### src/rtl/bcd_clock_if.sv
// Load/date-time bundle for bcd_clock: DCF77 load strobe and fields in, BCD calendar out.
// Each BCD field is two packed digits, [1] = tens, [0] = units.
interface bcd_clock_if;
  logic            load;
  logic [7:0]      ld_minute;
  logic [7:0]      ld_hour;
  logic [7:0]      ld_day;
  logic [2:0]      ld_dow;
  logic [7:0]      ld_month;
  logic [7:0]      ld_year;

  logic [1:0][3:0] second;
  logic [1:0][3:0] minute;
  logic [1:0][3:0] hour;
  logic [1:0][3:0] day;
  logic [1:0][3:0] month;
  logic [1:0][3:0] year;
  logic [2:0]      day_of_week;
  logic            synced;
  logic            load_err;

  modport master (
    output load, ld_minute, ld_hour, ld_day, ld_dow, ld_month, ld_year,
    input  second, minute, hour, day, month, year, day_of_week, synced, load_err
  );

  modport slave (
    input  load, ld_minute, ld_hour, ld_day, ld_dow, ld_month, ld_year,
    output second, minute, hour, day, month, year, day_of_week, synced, load_err
  );
endinterface

### src/rtl/bcd_clock.sv
// BCD time-of-day/calendar clock with DCF77 load. Optional macro BCD_CLOCK_LOAD_CHECK_EN
// range-checks loads, drops bad ones and pulses load_err.
module bcd_clock #(
  parameter int unsigned CLK_FREQ = 50_000_000
) (
  input logic        clk,
  input logic        reset,
  bcd_clock_if.slave bus
);

  localparam int unsigned PW = (CLK_FREQ > 1) ? $clog2(CLK_FREQ) : 1;
  localparam logic [PW-1:0] PMax = PW'(CLK_FREQ - 1);

  logic [PW-1:0] presc_q, presc_d;
  logic [7:0]    sec_q, sec_d, min_q, min_d, hour_q, hour_d;
  logic [7:0]    day_q, day_d, mon_q, mon_d, year_q, year_d;
  logic [2:0]    dow_q, dow_d;
  logic          synced_q, synced_d, load_err_q, load_err_d;

  logic          tick, leap, ld_ok, accept;
  logic          c_sec, c_min, c_hour, c_day, c_mon;
  logic [7:0]    day_max;

  function automatic logic [7:0] bcd_inc(input logic [7:0] v);
    if (v[3:0] == 4'd9) return {v[7:4] + 4'd1, 4'd0};
    else                return {v[7:4], v[3:0] + 4'd1};
  endfunction

  function automatic logic bcd_ok(input logic [7:0] v);
    return (v[7:4] <= 4'd9) && (v[3:0] <= 4'd9);
  endfunction

  always_comb begin
    // Odd tens: 12, 16; even tens: 00, 04, 08 (years divisible by four).
    if (year_q[4]) leap = (year_q[3:0] == 4'd2) || (year_q[3:0] == 4'd6);
    else           leap = (year_q[3:0] == 4'd0) || (year_q[3:0] == 4'd4) ||
                          (year_q[3:0] == 4'd8);
    case (mon_q)
      8'h04, 8'h06, 8'h09, 8'h11: day_max = 8'h30;
      8'h02:                      day_max = leap ? 8'h29 : 8'h28;
      default:                    day_max = 8'h31;
    endcase
  end

  always_comb begin
`ifdef BCD_CLOCK_LOAD_CHECK_EN
    ld_ok = bcd_ok(bus.ld_minute) && bcd_ok(bus.ld_hour) && bcd_ok(bus.ld_day) &&
            bcd_ok(bus.ld_month) && bcd_ok(bus.ld_year) &&
            (bus.ld_minute <= 8'h59) && (bus.ld_hour <= 8'h23) &&
            (bus.ld_day >= 8'h01) && (bus.ld_day <= 8'h31) &&
            (bus.ld_month >= 8'h01) && (bus.ld_month <= 8'h12) &&
            (bus.ld_dow != 3'd0);
`else
    ld_ok = 1'b1;
`endif
    accept     = bus.load && ld_ok;
    load_err_d = bus.load && !ld_ok;
  end

  always_comb begin
    tick    = (presc_q == PMax);
    c_sec   = tick && (sec_q == 8'h59);
    c_min   = c_sec && (min_q == 8'h59);
    c_hour  = c_min && (hour_q == 8'h23);
    c_day   = c_hour && (day_q == day_max);
    c_mon   = c_day && (mon_q == 8'h12);

    presc_d  = tick ? '0 : presc_q + PW'(1);
    sec_d    = sec_q;
    min_d    = min_q;
    hour_d   = hour_q;
    day_d    = day_q;
    mon_d    = mon_q;
    year_d   = year_q;
    dow_d    = dow_q;
    synced_d = synced_q;

    if (tick)   sec_d  = c_sec  ? 8'h00 : bcd_inc(sec_q);
    if (c_sec)  min_d  = c_min  ? 8'h00 : bcd_inc(min_q);
    if (c_min)  hour_d = c_hour ? 8'h00 : bcd_inc(hour_q);
    if (c_hour) begin
      day_d = c_day ? 8'h01 : bcd_inc(day_q);
      // Zero means "unknown weekday" and is held until a load supplies one.
      if (dow_q == 3'd7)      dow_d = 3'd1;
      else if (dow_q != 3'd0) dow_d = dow_q + 3'd1;
    end
    if (c_day)  mon_d  = c_mon ? 8'h01 : bcd_inc(mon_q);
    if (c_mon)  year_d = (year_q == 8'h99) ? 8'h00 : bcd_inc(year_q);

    if (accept) begin
      presc_d  = '0;
      sec_d    = 8'h00;
      min_d    = bus.ld_minute;
      hour_d   = bus.ld_hour;
      day_d    = bus.ld_day;
      mon_d    = bus.ld_month;
      year_d   = bus.ld_year;
      dow_d    = bus.ld_dow;
      synced_d = 1'b1;
    end
  end

  always_ff @(posedge clk or posedge reset) begin
    if (reset) begin
      presc_q    <= '0;
      sec_q      <= 8'h00;
      min_q      <= 8'h00;
      hour_q     <= 8'h00;
      day_q      <= 8'h01;
      mon_q      <= 8'h01;
      year_q     <= 8'h00;
      dow_q      <= 3'd0;
      synced_q   <= 1'b0;
      load_err_q <= 1'b0;
    end else begin
      presc_q    <= presc_d;
      sec_q      <= sec_d;
      min_q      <= min_d;
      hour_q     <= hour_d;
      day_q      <= day_d;
      mon_q      <= mon_d;
      year_q     <= year_d;
      dow_q      <= dow_d;
      synced_q   <= synced_d;
      load_err_q <= load_err_d;
    end
  end

  assign bus.second      = sec_q;
  assign bus.minute      = min_q;
  assign bus.hour        = hour_q;
  assign bus.day         = day_q;
  assign bus.month       = mon_q;
  assign bus.year        = year_q;
  assign bus.day_of_week = dow_q;
  assign bus.synced      = synced_q;
  assign bus.load_err    = load_err_q;

endmodule

### src/flat_wrapper.sv
// flat-port wrapper written by rule: the top's interface ports become plain ports
module bcd_clock_flat 
#(
  parameter int unsigned CLK_FREQ = 50_000_000
)
  (clk, reset, bus_load, bus_ld_minute, bus_ld_hour, bus_ld_day, bus_ld_dow, bus_ld_month, bus_ld_year, bus_second, bus_minute, bus_hour, bus_day, bus_month, bus_year, bus_day_of_week, bus_synced, bus_load_err);
  bcd_clock_if bus_i ();
  input logic clk;
  input logic reset;
  input wire logic [$bits(bus_i.load)-1:0] bus_load;
  input wire logic [$bits(bus_i.ld_minute)-1:0] bus_ld_minute;
  input wire logic [$bits(bus_i.ld_hour)-1:0] bus_ld_hour;
  input wire logic [$bits(bus_i.ld_day)-1:0] bus_ld_day;
  input wire logic [$bits(bus_i.ld_dow)-1:0] bus_ld_dow;
  input wire logic [$bits(bus_i.ld_month)-1:0] bus_ld_month;
  input wire logic [$bits(bus_i.ld_year)-1:0] bus_ld_year;
  output wire logic [$bits(bus_i.second)-1:0] bus_second;
  output wire logic [$bits(bus_i.minute)-1:0] bus_minute;
  output wire logic [$bits(bus_i.hour)-1:0] bus_hour;
  output wire logic [$bits(bus_i.day)-1:0] bus_day;
  output wire logic [$bits(bus_i.month)-1:0] bus_month;
  output wire logic [$bits(bus_i.year)-1:0] bus_year;
  output wire logic [$bits(bus_i.day_of_week)-1:0] bus_day_of_week;
  output wire logic [$bits(bus_i.synced)-1:0] bus_synced;
  output wire logic [$bits(bus_i.load_err)-1:0] bus_load_err;
  assign bus_i.load = bus_load;
  assign bus_i.ld_minute = bus_ld_minute;
  assign bus_i.ld_hour = bus_ld_hour;
  assign bus_i.ld_day = bus_ld_day;
  assign bus_i.ld_dow = bus_ld_dow;
  assign bus_i.ld_month = bus_ld_month;
  assign bus_i.ld_year = bus_ld_year;
  assign bus_second = bus_i.second;
  assign bus_minute = bus_i.minute;
  assign bus_hour = bus_i.hour;
  assign bus_day = bus_i.day;
  assign bus_month = bus_i.month;
  assign bus_year = bus_i.year;
  assign bus_day_of_week = bus_i.day_of_week;
  assign bus_synced = bus_i.synced;
  assign bus_load_err = bus_i.load_err;
  bcd_clock #(.CLK_FREQ(CLK_FREQ)) u_core (.clk(clk), .reset(reset), .bus(bus_i));
endmodule
### config.mk
export PLATFORM = sky130hd
export DESIGN_NAME = bcd_clock_flat
export DESIGN_NICKNAME = d
export VERILOG_FILES = /design/src/rtl/bcd_clock_if.sv /design/src/rtl/bcd_clock.sv /design/src/flat_wrapper.sv
export SDC_FILE = /design/constraint.sdc
export NUM_CORES = 1
export LEC_CHECK = 0
export CAP_MARGIN = 20
export CORE_ASPECT_RATIO = 0.5
export CORE_MARGIN = 8
export CORE_UTILIZATION = 55
export DETAILED_ROUTE_END_ITERATION = 10
export HOLD_SLACK_MARGIN = 0.06
export MAX_ROUTING_LAYER = met4
export PLACE_DENSITY = 0.85
export SKIP_LAST_GASP = 1
export SYNTH_ARGS = -nofsm -noshare
export SYNTH_HDL_FRONTEND = slang
export SYNTH_SLANG_ARGS = --single-unit
export TNS_END_PERCENT = 100
### constraint.sdc
create_clock -name clk -period 7.5 [get_ports clk]
set_input_delay 1.5 -clock clk [delete_from_list [all_inputs] [get_ports clk]]
set_output_delay 1.5 -clock clk [all_outputs]
set_load 0.01 [all_outputs]
[Yosys cells after proc, flatten, opt, wreduce, memory -nomap -nowiden]
Cells that the tools add are included.
Operators by class
  reduce and logical (&&, ||, !) cells: 31
  add/subtract/negate cells: 14
  eq/ne operators: 23
  muxes and demuxes: 33
Operators by type and width (number)
  8-bit two-way mux: 24
  26-bit two-way mux: 2
  4-bit by 1-bit adder with 4-bit output, second input constant: 12
  4-bit == test, second input constant: 7
  26-bit by 1-bit adder with 26-bit output, second input constant: 1
  26-bit == test, second input constant: 1
  3-bit nonzero test: 8
  8-bit by 3-bit == test with 1-bit output, second input constant: 2
  8-bit by 5-bit == test with 1-bit output, second input constant: 2
  8-bit by 7-bit == test with 1-bit output, second input constant: 2
  8-bit one-hot mux with 2 select lines: 1
  2-bit AND reduction: 7
  3-bit two-way mux: 4
  2-bit nonzero test: 6
  4-bit by 3-bit == test with 1-bit output, second input constant: 2
  8-bit by 2-bit == test with 1-bit output, second input constant: 1
  8-bit by 4-bit == test with 1-bit output, second input constant: 1
  8-bit by 6-bit == test with 1-bit output, second input constant: 1
  8-bit == test: 1
  8-bit == test, second input constant: 1
  1-bit logical AND: 5
  4-bit by 2-bit == test with 1-bit output, second input constant: 1
  4-bit logical NOT: 1
  4-bit OR reduction: 1
  4 further kinds: 7
Word-level totals
  input port bits: 46
  word-level logic and storage cells: 116
  register bits after elaboration: 78
  output and inout port bits: 53

[Longest topological paths before layout]
Gate-level depths: netlist of run 1.
  word-level depth: 12
  gate-level depth with buffers: 11
  mapped depth without buffers: 10

[Least setup slack after synthesis of run 1]
Ideal clock, no wire load.
  path kind: input -> register
  from: input port bus_load
  to: register u_core.min_q[0], in the netlist u_core.bus.minute[0]
  slack: 4.910 ns
  stages on the path: 4
  arrival time: 2.454 ns
  cells stage by stage: clkbuf_1 buf_1 clkbuf_1 o21ai_0
On the way
  cells in the longest elaborated chain, start to end: 1
  elaborated cells between the ends (all ways): 2
  those cells by class: mux: 1; reduce/logical: 1
RTL lines
  from (decl): RTL line flat_wrapper.sv:10  | input wire logic [$bits(bus_i.load)-1:0] bus_load;
  8-bit two-way mux or 2-bit nonzero test (tied branches)
  to (signal assigned): RTL line bcd_clock.sv:118  | min_q <= min_d;
  to (decl): RTL line bcd_clock.sv:15  | logic [7:0] sec_q, sec_d, min_q, min_d, hour_q, hour_d;
Parallel ways exist; a longest one is shown, timed or not.
A chain may end at the register's enable or synchronous reset.

[Worst setup path in the final report of run 1]
  from: input port bus_load
  to: register u_core.sec_q[3], in the netlist u_core.bus.second[3]
On the way
  cells in the longest elaborated chain, start to end: 1
  elaborated cells between the ends (all ways): 2
  those cells by class: mux: 1; reduce/logical: 1
RTL lines
  8-bit two-way mux or 2-bit nonzero test (tied branches)
  to (signal assigned): RTL line bcd_clock.sv:106  | sec_q <= 8'h00;
  to (signal assigned): RTL line bcd_clock.sv:117  | sec_q <= sec_d;
  to (decl): RTL line bcd_clock.sv:15
Parallel ways exist; a longest one is shown, timed or not.

==> results of run 1 <==
## layer usage
| layer | global-route usage (%) | vias to the layer above |
|---|---|---|
| met3 | 5.11 | 20 |
| met4 | 6.69 | 0 |
| met1 | 24.3 | 2118 |
| li1 | - | 2127 |
| met2 | 38.7 | 121 |
| met5 | - | - |
## how the worst min path moves through the flow
stage	slack [ns]	start	depth (start not counted)	endpoint
finish	0.48	u_core.bus.synced	1	u_core.bus.synced
global route	0.51	u_core.bus.synced	1	u_core.bus.synced
CTS	0.48	u_core.bus.synced	1	u_core.bus.synced
detailed placement	0.46	u_core.bus.synced	1	u_core.bus.synced
global placement	0.46	u_core.bus.synced	1	u_core.bus.synced
floorplan	0.45	u_core.presc_q[0]	1	u_core.presc_q[0]
## logic make-up (layout without fill, tap and decap cells)
logic type               after synthesis  in the layout
adder cells (fa/ha/maj)               24             24
buffers and inverters                 41            137
other                                  1              1
XOR/XNOR                              31             31
flip-flops                            78             78
AND/OR/NAND/NOR                      253            253
AO/OA/AOI/OAI                        111            111
multiplexers                           6              6
## layout make-up
cell class | instances | area [sq um]
Multi-Input combinational cell | 426 | 2740
Clock buffer | 12 | 267
Inverter | 22 | 82.6
Fill cell | 682 | 2410
Tap cell | 117 | 146
Clock inverter | 3 | 42.5
Sequential cell | 78 | 1950
Timing Repair Buffer | 100 | 1010
## placed cells by master (no fill, tap or decap), types with 4 or more instances in the layout
master,synthesis,routed
a2bb2oi_1,6,6
nand2_1,55,55
clkdlybuf4s50_1,0,96
inv_1,22,21
or2_2,4,4
nor3_1,22,22
clkbuf_16,0,9
nor2_1,67,67
nand3_1,23,23
or3_1,5,5
dfrtp_1,76,76
nor2b_1,7,7
xnor2_1,12,12
a31oi_1,8,8
nand4_1,15,15
and3_1,9,9
o21ai_0,23,23
a21oi_1,30,30
o21ai_1,12,12
o211ai_1,4,4
a211oi_1,7,7
ha_1,24,24
xor2_1,19,19
## sequential cells by signal, summed over array words and instances (netlist names)
name / flops
u_core.presc_q: 26
u_core.bus.day: 8
u_core.bus.hour: 8
u_core.bus.minute: 8
u_core.bus.month: 8
u_core.bus.second: 8
u_core.bus.year: 8
u_core.bus.day_of_week: 3
u_core.bus.synced: 1
## power breakdown
| part | internal, mW | switching [mW] |
|---|---|---|
| clock network | 0.282 | 0.168 |
| logic | 0.0956 | 0.0829 |
| registers | 0.444 | 0.0375 |
| total | 0.822 | 0.288 |
## per-stage QoR
| stage | utilization [%] | std cells | hold slack, ns | setup WS [ns] |
|---|---|---|---|---|
| after global placement | 68.3 | 742 | 0.458 | 4.00 |
| after floorplan | - | 545 | 0.448 | 4.01 |
| after global routing | 72.2 | 758 | 0.514 | 4.13 |
| final | 72.2 | 758 | 0.478 | 4.30 |
| after detailed placement | 68.3 | 742 | 0.459 | 3.94 |
| after CTS | 71.9 | 757 | 0.477 | 4.30 |
==> insert_results.sql, run 1 <==
INSERT INTO impl_metrics (metric_group, metric, value, unit) VALUES
('run_status', 'outcome', 'completed', ''),
('detailed_routing', 'top_signal_layer_used', 'met4', ''),
('worst_setup_path', 'timing_worst_setup_path_type', 'input port to flip-flop', ''),
('worst_setup_path', 'critPathTopFamily', 'buffers and inverters', ''),
('logic_synthesis', 'synth.top_cells.by_count', 'dfrtp_1, nor2_1, nand2_1', ''),
('logic_synthesis', 'synth_most_common_cell', 'dfrtp_1', ''),
('detailed_routing', 'routed_wire_length_per_instance', '16.8', 'um'),
('final_layout', 'num-nets-final', '707', ''),
('cts', 'cts_hold_repair.buffers', '0', ''),
('cts', 'cts_root_buffer', 'clkbuf_16', ''),
('final_layout', 'finish.instance_area', '6240', 'sq um'),
('grt', 'grt_overflow', '0', ''),
('logic_synthesis', 'number_of_distinct_standard_cells_referenced_by_the_synthesized_netlist', '71', ''),
('detailed_routing', 'wirelength', '12700', 'um'),
('worst_setup_path', 'worstPathRequired', '7.76', 'ns'),
('timing', 'finalClockSkew', '0.00653', 'ns'),
('cts', 'cts_h_tree_depth', '3', ''),
('detailed_routing', 'vias_per_cell', '5.79', ''),
('cts', 'cts_resized', '0', ''),
('detailed_routing', 'dr.first_iter.drc_count', '312', ''),
('cts', 'tritoncts_num_sinks', '78', ''),
('worst_setup_path', 'timing.critical_path.buf_inv', '2', ''),
('worst_setup_path', 'worst_r2r_endpoint', 'u_core.bus.year[6]', ''),
('job', 'cap_violations', '0', ''),
('cts', 'clockBufferDepth', '2', ''),
('die', 'core.rowCount', '24', ''),
('final_layout', 'n_antenna_cell', '0', ''),
('detailed_routing', 'met1_wirelength', '5310', 'um'),
('worst_setup_path', 'worstSetupEndpoint', 'u_core.bus.second[3]', ''),
('worst_setup_path', 'timing.critical_path.slowest_cell_delay', '0.53', 'ns'),
('pwr', 'irDropWorstVdd', '0.128', 'mV'),
('cts', 'clk_lat_worst_skew', '0.34', 'ns'),
('detailed_routing', 'tritonroute_pass_1_iters', '5', ''),
('timing', 'max_slew.worst_pin.slew', '0.695', 'ns'),
('timing', 'min_period', '3.20', 'ns'),
('worst_setup_path', 'critPathLaunch', 'bus_load', ''),
('logic_synthesis', 'synth.net_count', '615', ''),
('detailed_routing', 'detailroute.via_count', '4386', ''),
('detailed_routing', 'route.detailed.drc', '0', ''),
('timing', 'finalSetupViolCount', '0', ''),
('logic_synthesis', 'complex_gate_fraction_of_the_synthesized_area', '14.0', '%'),
('grt', 'number_of_global_route_vias_before_repair', '4310', ''),
('timing', 'finalHoldViolations', '0', ''),
('timing', 'grt_setup_unrepaired', 'false', ''),
('timing', 'fin_setup_tns', '0', 'ns'),
('placed_design', 'post_dp_cell_area', '5910', 'sq um'),
('cts', 'cts_tree', 'yes', ''),
('logic_synthesis', 'ys_dominant_reg_cell', 'dfrtp_1', ''),
('grt', 'grt_util_all_layers', '21.7', '%'),
('worst_setup_path', 'reg2reg_depth', '9', ''),
('placed_design', 'detailedPlacementHpwl', '8850', 'um'),
('worst_setup_path', 'crit_cells', '6', ''),
('worst_setup_path', 'critical_path_peak_fanout', '53', ''),
('logic_synthesis', 'number_of_enable_flip_flop_cells_after_synthesis', '0', ''),
('logic_synthesis', 'postSynth.asyncResetShare', '100', '%'),
('worst_setup_path', 'cp_data_arrival_time', '3.46', 'ns'),
('logic_synthesis', 'synthesis.area_per_instance', '8.92', 'sq um'),
('pwr', 'totalPowerFinal', '1.11', 'mW'),
('logic_synthesis', 'muxShareOfSynthArea', '1.54', '%'),
('timing', 'slew-limit-headroom', '53.6', '%'),
('grt', 'pin_count_of_the_biggest_net_entering_global_routing', '79', ''),
('worst_setup_path', 'critical_path.reg2reg.startpoint', 'u_core.presc_q[0]', ''),
('cts', 'clk_pin_slew_worst_paths', '0.06', 'ns'),
('logic_synthesis', 'post-synth-top-area-fraction', '39.1', '%'),
('logic_synthesis', 'synth_cells', '545', ''),
('die', 'initial_core_util', '56.2', '%'),
('timing', 'finalCritPeriodShare', '42.7', '%'),
('logic_synthesis', 'synth_adder_area_share', '6.18', '%'),
('pwr', 'power_leakage', '2.54', 'nW'),
('placed_design', 'placement.io_buffers', '97', ''),
('die', 'fp.dieArea', '12300', 'sq um');
No activity file was read; power rests on OpenSTA's default activity.
==> inputs of run 2 (changes only) <==
Settings changed: CORE_UTILIZATION 55 to 47, PLACE_DENSITY 0.85 to 0.77.
Clock period 7.5 ns to 2.89 ns, I/O delays scaled along.
==> run 2 against run 1 <==
Against the previous run:
- core utilization decreased by 9.5 points
- setup slack got worse by 4.1 ns
- largest cell class unchanged
- clock power increased to 2.7 times the previous value
- via count about the same
==> insert_results.sql, run 2 (synthesis gave the netlist of run 1 again) <==
INSERT INTO impl_metrics (metric_group, metric, value, unit) VALUES
('run_status', 'outcome', 'completed', ''),
('timing', 'max_slew.worst_pin.slew', '0.575', 'ns'),
('grt', 'first_pass_grt_wire_length', '21500', 'um'),
('detailed_routing', 'met3RoutedLength', '432', 'um'),
('die', 'die-width', '160', 'um'),
('detailed_routing', 'met1_wirelength', '5870', 'um'),
('timing', 'final-max-slew-violation-count', '0', ''),
('final_layout', 'n_antenna_cell', '0', ''),
('cts', 'clockBufferDepth', '2', ''),
('grt', 'grt_overflow', '0', ''),
('detailed_routing', 'detailroute.via_count', '4385', ''),
('final_layout', 'num-nets-final', '716', ''),
('detailed_routing', 'dr.first_iter.drc_count', '277', ''),
('die', 'fp.dieArea', '14100', 'sq um'),
('die', 'placeableCoreArea', '10100', 'sq um'),
('grt', 'grt_util_all_layers', '19.3', '%'),
('timing', 'finalHoldViolations', '0', ''),
('detailed_routing', 'top_signal_layer_used', 'met4', ''),
('cts', 'tritoncts_num_sinks', '78', ''),
('detailed_routing', 'routed_wire_length_per_instance', '16.3', 'um'),
('cts', 'clk_lat_worst_skew', '0.34', 'ns'),
('timing', 'fin_setup_tns', '0', 'ns'),
('worst_setup_path', 'worstPathRequired', '3.16', 'ns'),
('cts', 'cts_hold_repair.buffers', '0', ''),
('pwr', 'power_leakage', '2.59', 'nW'),
('detailed_routing', 'met2_wirelength', '6460', 'um'),
('die', 'ioPinCount', '99', ''),
('detailed_routing', 'route.detailed.drc', '0', ''),
('job', 'cap_violations', '0', ''),
('final_layout', 'drive_gt1_share', '10.4', '%'),
('timing', 'min_period', '2.68', 'ns'),
('die', 'die_h', '87.9', 'um'),
('timing', 'slew-limit-headroom', '61.3', '%'),
('die', 'core.rowCount', '26', ''),
('timing', 'finalCritPeriodShare', '92.8', '%'),
('timing', 'worst_hold_slack', '0.472', 'ns'),
('worst_setup_path', 'kind_of_start_point_of_the_critical_path', 'flip-flop', ''),
('final_layout', 'largest_register', 'u_core.presc_q', ''),
('cts', 'post_cts_buffers', '0', ''),
('final_layout', 'commonest_non_fill_non_tap_cell_in_the_layout', 'clkdlybuf4s50_1', ''),
('timing', 'finalClockSkew', '0.0136', 'ns'),
('detailed_routing', 'vias_per_cell', '5.54', ''),
('final_layout', 'area_growth_syn_to_layout', '30.8', '%'),
('detailed_routing', 'wirelength', '12900', 'um'),
('cts', 'cts_resized', '0', ''),
('worst_setup_path', 'endpoint_kind', 'flip-flop', ''),
('die', 'initial_core_util', '47.9', '%'),
('placed_design', 'place_congestion', '0.875', ''),
('cts', 'clk_pin_slew_worst_paths', '0.06', 'ns'),
('final_layout', 'stdcell_count', '791', ''),
('final_layout', 'largest_register_ff_count', '26', ''),
('grt', 'grt_antenna_before_repair', '0', ''),
('final_layout', 'finish.instance_area', '6360', 'sq um'),
('cts', 'cts-buffers-inserted', '9', ''),
('placed_design', 'detailedPlacementHpwl', '9340', 'um'),
('worst_setup_path', 'timing_worst_setup_path_type', 'flip-flop to flip-flop', ''),
('worst_setup_path', 'cp_data_arrival_time', '2.95', 'ns'),
('hold_path', 'timing.hold.worst.class', 'flip-flop to flip-flop', ''),
('placed_design', 'dpl.cell_count', '775', ''),
('placed_design', 'post_dp_cell_area', '6020', 'sq um'),
('detailed_routing', 'tritonroute_pass_1_iters', '4', ''),
('cts', 'cts_tree', 'yes', ''),
('cts', 'cts_root_buffer', 'clkbuf_16', ''),
('detailed_routing', 'postRouteAntennaNets', '0', ''),
('pwr', 'power.density_cell_area', '461', 'nW/um^2'),
('grt', 'pin_count_of_the_biggest_net_entering_global_routing', '79', ''),
('timing', 'grt_setup_unrepaired', 'false', ''),
('final_layout', 'final_util', '62.6', '%'),
('cts', 'cts_h_tree_depth', '3', ''),
('timing', 'finalSetupViolCount', '0', ''),
('final_layout', 'mostFrequentLayoutCells', 'clkdlybuf4s50_1, dfrtp_1, nor2_1', ''),
('worst_setup_path', 'critical_path_peak_fanout', '6', ''),
('pwr', 'irDropWorstVdd', '0.315', 'mV'),
('placed_design', 'placement.io_buffers', '97', ''),
('timing', 'achievable-frequency', '373', 'MHz'),
('grt', 'number_of_global_route_vias_before_repair', '4368', '');
-- run 2: cell types whose count changed in the layout (fill, tap and decap cells not counted), sizes merged --
| cell | previous run | this run |
|---|---|---|
| buf | 4 | 13 |
| bufinv | 1 | 2 |
| clkbuf | 12 | 9 |
| clkinv | 1 | 4 |
-- run 2: layout make-up --
type,instances,area [sq um]
clock buffers,9,225
clock inverters,7,98.8
fillers,894,3790
inverters,22,82.6
multi-input cells,426,2750
flip-flops and latches,78,1950
well taps,140,175
repair buffers,109,1070
-- run 2: path summary, 6_finish.rpt --
| kind | start | endpoint | slack (ns) | depth (start not counted) |
|---|---|---|---|---|
| worst min register to register | u_core.bus.synced | u_core.bus.synced | 0.47 | 1 |
| worst min-delay path | u_core.bus.synced | u_core.bus.synced | 0.47 | 1 |
| min in group asynchronous | reset | u_core.presc_q[21] | 0.66 | 3 |
| worst max register to register | u_core.bus.second[1] | u_core.bus.year[1] | 0.21 | 10 |
| max in group asynchronous | reset | u_core.bus.month[0] | 1.88 | 3 |
| worst max-delay path | u_core.bus.second[1] | u_core.bus.year[1] | 0.21 | 10 |
-- run 2: metal layers --
metal | track usage [%] | up-vias
li1 | - | 2140
met2 | 33.6 | 77
met5 | - | -
met1 | 22.7 | 2154
met4 | 5.56 | 0
met3 | 3.94 | 14
-- run 2: worst max-delay path, cell delays in order (launching register included) --
cell      delay (ns)
dfrtp_1         0.42
inv_1           0.08
ha_1            0.14
and3b_1         0.27
and4b_1         0.38
nor4b_4         0.36
nand2_1         0.23
nor2_2          0.29
nand2_1         0.08
a211oi_1        0.22
a21o_1          0.12
-- run 2: power breakdown --
part	total (mW)	internal, mW	switching [mW]
clock network	1.22	0.759	0.457
logic	0.465	0.250	0.215
registers	1.25	1.15	0.0980
-- run 2: metrics by stage --
stage / power [mW] / setup WS, ns
detailed placement: 1.74 / 0.213
CTS: 2.96 / 0.175
global placement: 1.73 / 0.349
finish: 2.93 / 0.209
global route: 3.07 / 0.0318
floorplan: 1.48 / 0.320
